<file path="src/rtl/data_bus_arbiter.sv">
// Two-master arbiter for the shared data-memory/peripheral bus: CPU port (M0) and DMA master (M1).
// Each access takes IDLE -> BUSY -> DONE; ties alternate round-robin, ack and read data are registered.
module data_bus_arbiter #(
  parameter int ADDR_W = 32,
  parameter int DATA_W = 32
) (
  input  logic              clk,
  input  logic              reset,
  input  logic              m0_req,
  input  logic              m0_rd,
  input  logic              m0_wr,
  input  logic [ADDR_W-1:0] m0_addr,
  input  logic [DATA_W-1:0] m0_wdata,
  output logic [DATA_W-1:0] m0_rdata,
  output logic              m0_ack,
  output logic              m0_stall,
  input  logic              m1_req,
  input  logic              m1_rd,
  input  logic              m1_wr,
  input  logic [ADDR_W-1:0] m1_addr,
  input  logic [DATA_W-1:0] m1_wdata,
  output logic [DATA_W-1:0] m1_rdata,
  output logic              m1_ack,
  output logic              mem_rd,
  output logic              mem_wr,
  output logic [ADDR_W-1:0] mem_addr,
  output logic [DATA_W-1:0] mem_wdata,
  input  logic [DATA_W-1:0] mem_rdata
);

  typedef enum logic [1:0] {
    IDLE = 2'd0,
    BUSY = 2'd1,
    DONE = 2'd2
  } state_t;

  state_t            r_state;
  state_t            w_nextState;
  logic              r_owner;
  logic              w_nextOwner;
  logic              r_lastGrant;
  logic              w_start;
  logic              r_m0Ack;
  logic              r_m1Ack;
  logic [DATA_W-1:0] r_m0Rdata;
  logic [DATA_W-1:0] r_m1Rdata;
  logic              w_busy;
  logic              w_ownRd;
  logic              w_ownWr;
  logic [ADDR_W-1:0] w_ownAddr;
  logic [DATA_W-1:0] w_ownWdata;

  // Only IDLE arbitrates, so a request still held during DONE is never served twice.
  always_comb begin
    w_nextState = r_state;
    w_nextOwner = r_owner;
    w_start     = 1'b0;
    case (r_state)
      IDLE: begin
        if (m0_req || m1_req) begin
          w_start     = 1'b1;
          w_nextState = BUSY;
          if (m0_req && m1_req) begin
            w_nextOwner = ~r_lastGrant;
          end else begin
            w_nextOwner = m1_req;
          end
        end
      end
      BUSY:    w_nextState = DONE;
      DONE:    w_nextState = IDLE;
      default: w_nextState = IDLE;
    endcase
  end

  always_ff @(posedge clk or posedge reset) begin
    if (reset) begin
      r_state     <= IDLE;
      r_owner     <= 1'b0;
      r_lastGrant <= 1'b1;
    end else begin
      r_state <= w_nextState;
      r_owner <= w_nextOwner;
      if (w_start) begin
        r_lastGrant <= w_nextOwner;
      end
    end
  end

  assign w_busy     = (r_state == BUSY);
  assign w_ownRd    = r_owner ? m1_rd    : m0_rd;
  assign w_ownWr    = r_owner ? m1_wr    : m0_wr;
  assign w_ownAddr  = r_owner ? m1_addr  : m0_addr;
  assign w_ownWdata = r_owner ? m1_wdata : m0_wdata;

  // Bus is quiet outside BUSY; an async reset therefore drops the strobes immediately.
  assign mem_rd    = w_busy & w_ownRd;
  assign mem_wr    = w_busy & w_ownWr;
  assign mem_addr  = w_busy ? w_ownAddr  : '0;
  assign mem_wdata = w_busy ? w_ownWdata : '0;

  always_ff @(posedge clk or posedge reset) begin
    if (reset) begin
      r_m0Ack   <= 1'b0;
      r_m1Ack   <= 1'b0;
      r_m0Rdata <= '0;
      r_m1Rdata <= '0;
    end else begin
      r_m0Ack <= w_busy & ~r_owner;
      r_m1Ack <= w_busy &  r_owner;
      if (w_busy && !r_owner && m0_rd) begin
        r_m0Rdata <= mem_rdata;
      end
      if (w_busy && r_owner && m1_rd) begin
        r_m1Rdata <= mem_rdata;
      end
    end
  end

  assign m0_ack   = r_m0Ack;
  assign m1_ack   = r_m1Ack;
  assign m0_rdata = r_m0Rdata;
  assign m1_rdata = r_m1Rdata;
  assign m0_stall = m0_req & ~r_m0Ack;

endmodule
</file>
<file path="config.mk">
export PLATFORM = sky130hd
export DESIGN_NAME = data_bus_arbiter
export DESIGN_NICKNAME = d
export VERILOG_FILES = /design/src/rtl/data_bus_arbiter.sv
export SDC_FILE = /design/constraint.sdc
export NUM_CORES = 1
export LEC_CHECK = 0
export CAP_MARGIN = 20
export CELL_PAD_IN_SITES_DETAIL_PLACEMENT = 0
export CELL_PAD_IN_SITES_GLOBAL_PLACEMENT = 2
export CORE_ASPECT_RATIO = 1.75
export CORE_MARGIN = 10
export CORE_UTILIZATION = 16
export DETAILED_ROUTE_END_ITERATION = 12
export PLACE_DENSITY = 0.72
export SLEW_MARGIN = 5
export SYNTH_ARGS = -nofsm -noshare
export SYNTH_HDL_FRONTEND = slang
export SYNTH_SLANG_ARGS = --single-unit
</file>
<file path="constraint.sdc">
create_clock -name clk -period 2.35 [get_ports clk]
set_input_delay 0.5875 -clock clk [delete_from_list [all_inputs] [get_ports clk]]
set_output_delay 0.5875 -clock clk [all_outputs]
set_load 0.01 [all_outputs]
</file>
==> results.txt, run 1 <==
outcome - finished clean
final worst setup slack - 91.0 ps
GPL Wtd Cong - 0.766
Total Power - 8360 uW
Mean Syn Cell Area - 12.1 um2
Final Util - 0.326
sequential element share of the synthesized area - 0.476
slowest stage cell on the critical path - dfrtp_4
RSZ-0062 raised after global routing - no
largest net degree at the start of global routing - 71
vias per cell - 3.80
Syn. warnings - 0
DP Area - 0.00711 mm2
antenna cells - 0
hpwl dp - 14100 um
Root Driver - clkbuf_16
CP Capture Point - mem_wdata[5]
full die area - 0.0297 mm2
non-filler cells, final - 921
TritonCTS clock tree - built
Buf+Inv Stages, Crit Path - 3
DP Worst Slack - -106 ps
dpl cells - 898
worst hold path class - reg2reg
Area Overhead vs Synth - 101%
Worst Setup SP - r_owner$_DFF_PP0_
Setup crit start kind - register
FP Rows - 73
PwrDens - 1130 mW/mm2
synthesized instance count - 304
crit end category - primary output
Crit path largest cell delay - 510 ps
core footprint - 0.0227 mm2
nets@finish - 784
Post-Syn Area - 0.00368 mm2
drt pass-1 iters - 4
clock tree buffer depth - 2
routed via count - 3501
Critical Path AT - 1670 ps
share of layout cells above drive strength 1 - 0.0773
Final Hold Viols - 0
H-tree depth - 3
Max-cap violations - 0
syn_nets - 472
Max Clock Freq - 443 MHz
Crit path top cell by count - buf_12
post-route ant nets - 0
Register-to-Register Path Depth - 5
total CTS buffers - 9
number of library cell types mapped by synthesis - 23
initial core utilization - 0.162
Max Slew Vio Count - 0
crit-path cells - buf_12 -> buf_12 -> mux2i_1 -> nor2_1 -> dlygate4sd2_1
chip height - 221 um
PortBufs - 300
GRT Util Overall - 0.105
DRC Markers - 0
clock sinks - 70
Worst Path Max Fanout - 11
antenna violations before repair - 0
P_leak - 0.00337 uW
total grt overflow - 0
Worst path top cell family by delay - buffers and inverters
RR Endpoint - m0_rdata[13]$_DFFE_PP0P_
die width - 135 um
Clock Skews - 8.61 ps
WL/cell - 18.0 um
# IOs - 301
clk slew on worst S/H paths - 50 ps
worst slew pin tran - 378 ps
Required @ worst endpoint - 1760 ps
flops & latches, synth - 70
Tcrit/Tclk final - 0.961
final WL - 16600 um
cts hold-fix bufs - 0
worst skew pair latency - 330 ps
final setup fails - 0
Worst slew margin - 0.747
Crit path depth - 5
Finished Cell Area - 0.00740 mm2
Worst Hold Depth - 1
DRT iter0 DRCs - 65
post-layout min period - 2260 ps
Reg2Reg Setup Slack - 390 ps
first-pass GRT wire length - 23700 um
crit path kind - reg2out
Critical R2R Launch - r_owner$_DFF_PP0_
number of global-route vias before repair - 3997
worst vdd ir - 0.370 mV
worst register-to-register path: cells and delay by family, from the launching register on:
family,cells,cell delay [ps]
multiplexers,1,350
buffers and inverters,3,570
AND/OR/NAND/NOR,1,410
flip-flops,1,510
Yosys cell counts (all sizes together):
cell type / n / share of area
a21o: 1 / 0.0020
nor4b: 1 / 0.0024
nand2b: 1 / 0.0017
or3b: 1 / 0.0024
inv: 2 / 0.0020
mux2: 64 / 0.20
buf: 22 / 0.048
mux2i: 66 / 0.18
o21a: 1 / 0.0020
and2: 1 / 0.0017
a32o: 1 / 0.0027
nor2: 68 / 0.069
nor2b: 1 / 0.0017
nand4b: 1 / 0.0041
nor4bb: 1 / 0.0068
clkbuf: 1 / 0.0010
dfrtp: 69 / 0.47
nand2: 1 / 0.0010
dfstp: 1 / 0.0071
final cells by class:
cell class,instances,area [um2]
Inverter,2,11.3
Fill cell,2334,15300
Clock buffer,10,229
Tap cell,300,375
Clock inverter,6,63.8
Sequential cell,70,1760
Timing Repair Buffer,324,3220
Multi-Input combinational cell,209,1750
metal layers:
layer  vias up  share of wire  track usage
met2       172           0.59        0.210
met3         8          0.092       0.0416
met4         0          0.012       0.0350
li1       1675              -            -
met5         -              0            0
met1      1646           0.31       0.0889
where the power goes:
part	leakage [uW]	total (uW)	internal (uW)	switching (uW)
Sequential	0.000839	2140	1830	310
Clock	0.000138	1320	819	500
Combinational	0.00239	4900	2750	2150
Total	0.00337	8360	5400	2950
cell usage in the layout (no fill, tap or decap), types with 2 or more instances in the layout:
cell type,netlist,layout
clkinvlp_4,0,3
mux2_1,64,64
clkdlybuf4s50_1,0,233
clkbuf_16,0,10
mux2i_1,66,65
clkinv_2,0,2
buf_12,3,8
nor2_1,68,68
buf_4,6,14
dlygate4sd2_1,0,63
clkdlybuf4s15_1,0,3
dfrtp_1,69,68
worst min-delay path by stage:
stage,slack (ps),to,from
after floorplan,500,r_lastGrant$_DFFE_PP1P_,r_lastGrant$_DFFE_PP1P_
after global placement,470,m0_rdata[11]$_DFFE_PP0P_,m0_rdata[11]$_DFFE_PP0P_
after detailed placement,470,m0_rdata[4]$_DFFE_PP0P_,m0_rdata[4]$_DFFE_PP0P_
after CTS,490,m0_rdata[4]$_DFFE_PP0P_,m0_rdata[4]$_DFFE_PP0P_
after global routing,500,m0_rdata[18]$_DFFE_PP0P_,m0_rdata[18]$_DFFE_PP0P_
final,480,m0_rdata[4]$_DFFE_PP0P_,m0_rdata[4]$_DFFE_PP0P_
registers in the layout (all words and copies together) (netlist names):
signal / flops
m0_ack: 1
m0_rdata: 32
m1_ack: 1
m1_rdata: 32
r_lastGrant: 1
r_owner: 1
r_state: 2
repair_timing:
| action | 4_1_cts | 5_1_grt |
|---|---|---|
| gates cloned | 0 | 1 |
| endpoints found under the setup margin | 67 | 32 |
| gates resized for setup | 71 | 3 |
| buffers inserted | 0 | 6 |
stage by stage:
stage | hold WS (ps) | TNS [ps]
final | 481 | 0
after global routing | 501 | 0
after floorplan | 501 | 0
after CTS | 486 | 0
after global placement | 466 | -1100
after detailed placement | 474 | -2200
logic make-up (layout without fill, tap and decap cells):
group,after synthesis,in the layout,synth area share
multiplexers,130,130,0.375
flip-flops,70,70,0.476
AND/OR/NAND/NOR,76,76,0.0911
buffers and inverters,25,342,0.0510
AO/OA/AOI/OAI,3,3,0.00680
Power figures use the tool's default switching activity.
==> run 2: changes to the inputs <==
--- a/config.mk
+++ b/config.mk
@@ -8,7 +8,7 @@
 export CAP_MARGIN = 20
 export CELL_PAD_IN_SITES_DETAIL_PLACEMENT = 0
 export CELL_PAD_IN_SITES_GLOBAL_PLACEMENT = 2
-export CORE_ASPECT_RATIO = 1.75
+export CORE_ASPECT_RATIO = 0.9
 export CORE_MARGIN = 10
 export CORE_UTILIZATION = 16
 export DETAILED_ROUTE_END_ITERATION = 12
==> constraint.sdc (replaced) <==
create_clock -name clk -period 2.35 [get_ports clk]
set_input_delay 0.5875 -clock clk [delete_from_list [all_inputs] [get_ports clk]]
set_output_delay 0.5875 -clock clk [all_outputs]
set_load 0.05 [all_outputs]
==> run 2 against run 1 <==
  * Combinational power up 85%
  * Register-to-register slack better by 160 ps
  * Wire length rose by 1.8%
  * Highest routed layer unchanged
==> results.txt, run 2 (synthesized netlist as in run 1, its figures left out) <==
outcome - finished clean
met3 Use GR - 0.0400 (-0.00152)
PortBufs - 300 (unchanged)
core footprint - 0.0226 mm2 (-0.73%)
antenna violations before repair - 0 (unchanged)
final setup fails - 0 (unchanged)
Clock Skews - 6.07 ps (-2.54 ps)
Max-cap violations - 0 (unchanged)
Critical Path AT - 1630 ps (-40 ps)
number of global-route vias before repair - 3939 (-1.5%)
Area Overhead vs Synth - 119%
Register Area - 0.00176 mm2 (unchanged)
first-pass GRT wire length - 24900 um (+5.1%)
met1 Usage GRT - 0.111 (+0.0225)
DRT iter0 DRCs - 128 (+97%)
RSZ-0062 raised after global routing - no
H-tree depth - 3 (unchanged)
P_leak - 0.00340 uW (+1.0%)
Worst Path Max Fanout - 9 (-2)
FILL cells - 2195 (-6.0%)
Worst slew margin - 0.626 (-0.122)
hpwl dp - 14500 um (+3.5%)
Tcrit/Tclk final - 0.942 (-0.0193)
GRT Util Overall - 0.109 (+0.00416)
GPL Wtd Cong - 0.777 (+1.5%)
multi-input logic area - 0.00175 mm2 (about the same)
Max Clock Freq - 452 MHz (+2.0%)
antenna cells - 0 (unchanged)
post-route ant nets - 0 (unchanged)
worst slew pin tran - 560 ps (+181 ps)
die width - 180 um (+34%)
worst hold path class - reg2reg
post-layout min period - 2210 ps (-45.3 ps)
worst vdd ir - 0.930 mV (+150%)
chip height - 164 um (-26%)
full die area - 0.0295 mm2 (-0.77%)
DP Area - 0.00772 mm2 (+8.6%)
FP Rows - 52 (-29%)
total CTS buffers - 9 (unchanged)
TritonCTS clock tree - built
clock tree buffer depth - 2 (unchanged)
most common library cell in the layout ignoring fill and taps - clkdlybuf4s50_1
Top Usage Layer GRT - met2
Setup crit start kind - register
most frequent cells in the layout - clkdlybuf4s50_1 (233), buf_12 (73), dfrtp_1 (68)
vias per cell - 3.76 (-1.2%)
share of layout cells above drive strength 1 - 0.170 (+0.0924)
Final Hold Viols - 0 (unchanged)
PwrDens - 1570 mW/mm2 (+39%)
crit path kind - reg2out
Final Util - 0.358 (+0.0320)
final worst setup slack - 136 ps (+45.3 ps)
routed via count - 3418 (-2.4%)
clock sinks - 70 (unchanged)
initial core utilization - 0.163 (+0.00119)
worst skew pair latency - 330 ps (about the same)
setup tns final - 0 ps (unchanged)
drt pass-1 iters - 4 (unchanged)
total grt overflow - 0 (unchanged)
nets@finish - 776 (-1.0%)
Finished Cell Area - 0.00807 mm2 (+9.0%)
largest net degree at the start of global routing - 71 (unchanged)
# IOs - 301 (unchanged)
grt met2 use - 0.205 (-0.00584)
crit end category - primary output
DP Worst Slack - 136 ps (+243 ps)
Required @ worst endpoint - 1760 ps (about the same)
final WL - 16900 um (+1.8%)
clk slew on worst S/H paths - 50 ps (about the same)
Max Slew Vio Count - 0 (unchanged)
DRC Markers - 0 (unchanged)
WL/cell - 18.6 um (+3.0%)
Root Driver - clkbuf_16
[run 2: changes by cell type in the layout (fill, tap and decap cells not counted), moves of 2 or more]
| cell | change |
|---|---|
| buf_12 | +65 |
| buf_4 | -4 |
| clkinv_2 | -2 |
| clkbuf_1 | +2 |
| dlygate4sd2_1 | -63 |
| clkdlybuf4s15_1 | -3 |
[run 2: stage by stage]
| stage | hold WS (ps) | instances | total power (uW) |
|---|---|---|---|
| floorplan | 501 | 304 | 7340 |
| global placement | 470 | 891 | 11300 |
| detailed placement | 475 | 891 | 11400 |
| CTS | 486 | 910 | 12900 |
| global route | 499 | 910 | 13300 |
| finish | 481 | 910 | 12700 |
[run 2: final timing paths]
path                                     startpoint                       end  slack [ps]  cells past startpoint
min reg2reg                m0_rdata[30]$_DFFE_PP0P_  m0_rdata[30]$_DFFE_PP0P_         480                      1
min                        m0_rdata[30]$_DFFE_PP0P_  m0_rdata[30]$_DFFE_PP0P_         480                      1
min in group asynchronous                     reset   m1_rdata[3]$_DFFE_PP0P_         720                      3
max in group asynchronous                     reset   r_lastGrant$_DFFE_PP1P_        1300                      3
max                               r_owner$_DFF_PP0_              mem_addr[22]         140                      4
max reg2reg                       r_owner$_DFF_PP0_  m0_rdata[27]$_DFFE_PP0P_         550                      4
[run 2: repair_timing]
action                     CTS  global route
buffers inserted             3             0
setup endpoints to repair    4             0
hold buffers                 0             0
gates resized for setup      1             0
[run 2: critical path: stages (launching register included)]
cell     delay (ps)
dfrtp_4         560
buf_4           200
mux2i_1         120
nor2_1          230
buf_12          180
[run 2: routing by layer]
layer | up-vias | share of wire
met5 | - | 0
met3 | 10 | 0.065
met4 | 0 | 0.011
li1 | 1653 | -
met1 | 1637 | 0.36
met2 | 118 | 0.56
[run 2: layout make-up]
cell class / instances / share of cell area
Timing Repair Buffer: 316 / 0.479
Sequential cell: 70 / 0.218
Multi-Input combinational cell: 209 / 0.216
Tap cell: 297 / 0.0460
Clock buffer: 13 / 0.0310
Clock inverter: 3 / 0.00837
Inverter: 2 / 0.00139
[run 2: power by group]
part           internal [uW]  total, uW  leakage [uW]  switching, uW
Clock                    959       1440      0.000150            482
Combinational           3730       9070       0.00241           5350
Sequential              1830       2190      0.000839            359
Total                   6520      12700       0.00340           6190
==> run 3: changes to the inputs <==
--- a/config.mk
+++ b/config.mk
@@ -9,7 +9,6 @@
 export CELL_PAD_IN_SITES_DETAIL_PLACEMENT = 0
 export CELL_PAD_IN_SITES_GLOBAL_PLACEMENT = 2
 export CORE_ASPECT_RATIO = 0.9
-export CORE_MARGIN = 10
 export CORE_UTILIZATION = 16
 export DETAILED_ROUTE_END_ITERATION = 12
 export PLACE_DENSITY = 0.72
==> run 3 against run 2 <==
  * Sequential power about the same
  * Maximum frequency about the same
  * Combinational power decreased by 0.9%
  * Clock-buffer cell count decreased by 4
  * Setup slack about the same
  * Hold slack improved by 1.7 ps
  * Power increased by 0.21%
  * Die area decreased by 20%
  * First-iteration DRC count decreased by 49%
  * Core utilization increased by 0.28 points
  * Wire length decreased by 16%
  * Register-to-register slack about the same
==> results.txt, run 3 (synthesized netlist as in run 1, its figures left out) <==
outcome - finished clean
Critical R2R Launch - r_owner$_DFF_PP0_
# IOs - 301 (unchanged)
final WL - 14100 um (-16%)
clock sinks - 70 (unchanged)
Max-cap violations - 0 (unchanged)
FP Rows - 52 (unchanged)
most common library cell in the layout ignoring fill and taps - clkdlybuf4s50_1
slowest stage cell on the critical path - dfrtp_4
final setup fails - 0 (unchanged)
Reg2Reg Setup Slack - 560 ps (about the same)
clk slew on worst S/H paths - 60 ps (about the same)
worst skew pair latency - 340 ps (about the same)
cts hold-fix bufs - 0 (unchanged)
die width - 162 um (-10%)
Critical Path AT - 1630 ps (about the same)
PortBufs - 300 (unchanged)
Finished Cell Area - 0.00811 mm2 (+0.50%)
worst slew pin tran - 568 ps (+8.60 ps)
clock tree buffer depth - 2 (unchanged)
Area Overhead vs Synth - 120%
Int Pwr - 6590 uW (+1.2%)
RSZ-0062 raised after global routing - no
P_leak - 0.00342 uW (+0.61%)
dpl cells - 890 (-0.11%)
full die area - 0.0236 mm2 (-20%)
Combinational Power Share - 0.706 (-0.008)
Worst Setup SP - r_owner$_DFF_PP0_
initial core utilization - 0.164 (+0.000471)
Setup crit start kind - register
TritonCTS clock tree - built
DP Area - 0.00773 mm2 (+0.23%)
antenna violations before repair - 0 (unchanged)
DRC Markers - 0 (unchanged)
setup tns final - 0 ps (unchanged)
DRT iter0 DRCs - 65 (-49%)
crit-path cells - buf_12 -> mux2i_1 -> nor2_1 -> buf_12
most frequent cells in the layout - clkdlybuf4s50_1 (233), buf_12 (74), dfrtp_1 (68)
CP Capture Point - mem_addr[26]
first-pass GRT wire length - 21900 um (-12%)
chip height - 146 um (-11%)
Root Driver - clkbuf_16
Clock Skews - 4.77 ps (-1.30 ps)
Clk network pwr share - 0.122 (+0.009)
Required @ worst endpoint - 1760 ps (about the same)
vias per cell - 3.80 (+1.3%)
share of total power in sequential cells - 0.171 (about the same)
Worst Path Max Fanout - 16 (+7)
drt pass-1 iters - 4 (unchanged)
crit end category - primary output
antenna cells - 0 (unchanged)
Buf+Inv Stages, Crit Path - 2 (unchanged)
non-filler cells, final - 909 (-0.11%)
core footprint - 0.0225 mm2 (-0.29%)
largest net degree at the start of global routing - 48 (-32%)
Worst path top cell family by delay - flip-flops
Worst slew margin - 0.620 (-0.00536)
RR Endpoint - m0_rdata[21]$_DFFE_PP0P_
nets@finish - 775 (-0.13%)
Crit path depth - 4 (unchanged)
total CTS buffers - 9 (unchanged)
post-layout min period - 2210 ps (+0.195 ps)
Register-to-Register Path Depth - 4 (unchanged)
hpwl dp - 11600 um (-20%)
H-tree depth - 3 (unchanged)
WL/cell - 15.5 um (-16%)
Max Slew Vio Count - 0 (unchanged)
Tcrit/Tclk final - 0.942 (about the same)
Crit path top cell by count - buf_12
worst vdd ir - 0.669 mV (-28%)
post-route ant nets - 0 (unchanged)
share of layout cells above drive strength 1 - 0.175 (+0.00518)
routed via count - 3458 (+1.2%)
worst hold path class - reg2reg
GRT Util Overall - 0.122 (+0.0134)
number of global-route vias before repair - 3803 (-3.5%)
Max Clock Freq - 452 MHz (about the same)
Final Hold Viols - 0 (unchanged)
NetSw - 6140 uW (-0.82%)
Crit path largest cell delay - 560 ps (about the same)
total grt overflow - 0 (unchanged)
PwrDens - 1570 mW/mm2 (-0.28%)
Sw Share - 0.482 (-0.00501)
crit path kind - reg2out
GPL Wtd Cong - 0.842 (+8.3%)
==> run 3: per-stage QoR <==
step           power [uW]  utilization  setup slack (ps)  hold WS, ps
3_5_place_dp        11200        0.344              98.1          474
4_1_cts             12900        0.359              20.9          488
2_1_floorplan        7340            -              86.3          501
6_report            12700        0.360               136          482
3_3_place_gp        11200        0.344               128          468
5_1_grt             13300        0.360              48.3          501
==> run 3: layer usage <==
| layer | share of wire | global-route usage | routed length [um] | vias to the layer above |
|---|---|---|---|---|
| li1 | - | - | - | 1650 |
| met1 | 0.39 | 0.140 | 5470 | 1647 |
| met2 | 0.52 | 0.214 | 7340 | 146 |
| met3 | 0.076 | 0.0402 | 1080 | 15 |
| met4 | 0.016 | 0.0363 | 226 | 0 |
| met5 | 0 | 0 | 0 | - |
==> run 3: power groups by stage <==
stage | clock network, uW | registers, uW | logic, uW
floorplan | 0 | 4150 | 3190
finish | 1560 | 2180 | 8990
detailed placement | 0 | 2240 | 9010
global placement | 0 | 2200 | 8950
CTS | 1620 | 2220 | 9030
global route | 1660 | 2280 | 9360
==> run 3: final cells by class <==
| class | count | area [um2] |
|---|---|---|
| Clock buffer | 9 | 225 |
| Inverter | 2 | 11.3 |
| Tap cell | 297 | 372 |
| Multi-Input combinational cell | 209 | 1750 |
| Fill cell | 2201 | 14400 |
| Clock inverter | 7 | 120 |
| Timing Repair Buffer | 315 | 3870 |
| Sequential cell | 70 | 1760 |
==> run 3: worst register-to-register path, delay by kind of cell (launching register included) <==
| kind | cells | cell delay, ps |
|---|---|---|
| muxes | 1 | 360 |
| buffers and inverters | 2 | 440 |
| and+or+nand+nor | 1 | 310 |
| DFF | 1 | 560 |
==> run 3: repair_timing <==
item,CTS,global route
resized for setup,0,3
setup buffers,0,3
endpoints found under the setup margin,0,20
==> run 3: worst min path at each step <==
stage                                         from                        to  slack (ps)  cells after the start
after global placement     m0_rdata[9]$_DFFE_PP0P_   m0_rdata[9]$_DFFE_PP0P_         470                      1
after floorplan            r_lastGrant$_DFFE_PP1P_   r_lastGrant$_DFFE_PP1P_         500                      1
after CTS                 m0_rdata[25]$_DFFE_PP0P_  m0_rdata[25]$_DFFE_PP0P_         490                      1
final                     m0_rdata[18]$_DFFE_PP0P_  m0_rdata[18]$_DFFE_PP0P_         480                      1
after detailed placement  m0_rdata[18]$_DFFE_PP0P_  m0_rdata[18]$_DFFE_PP0P_         470                      1
after global routing      m0_rdata[18]$_DFFE_PP0P_  m0_rdata[18]$_DFFE_PP0P_         500                      1
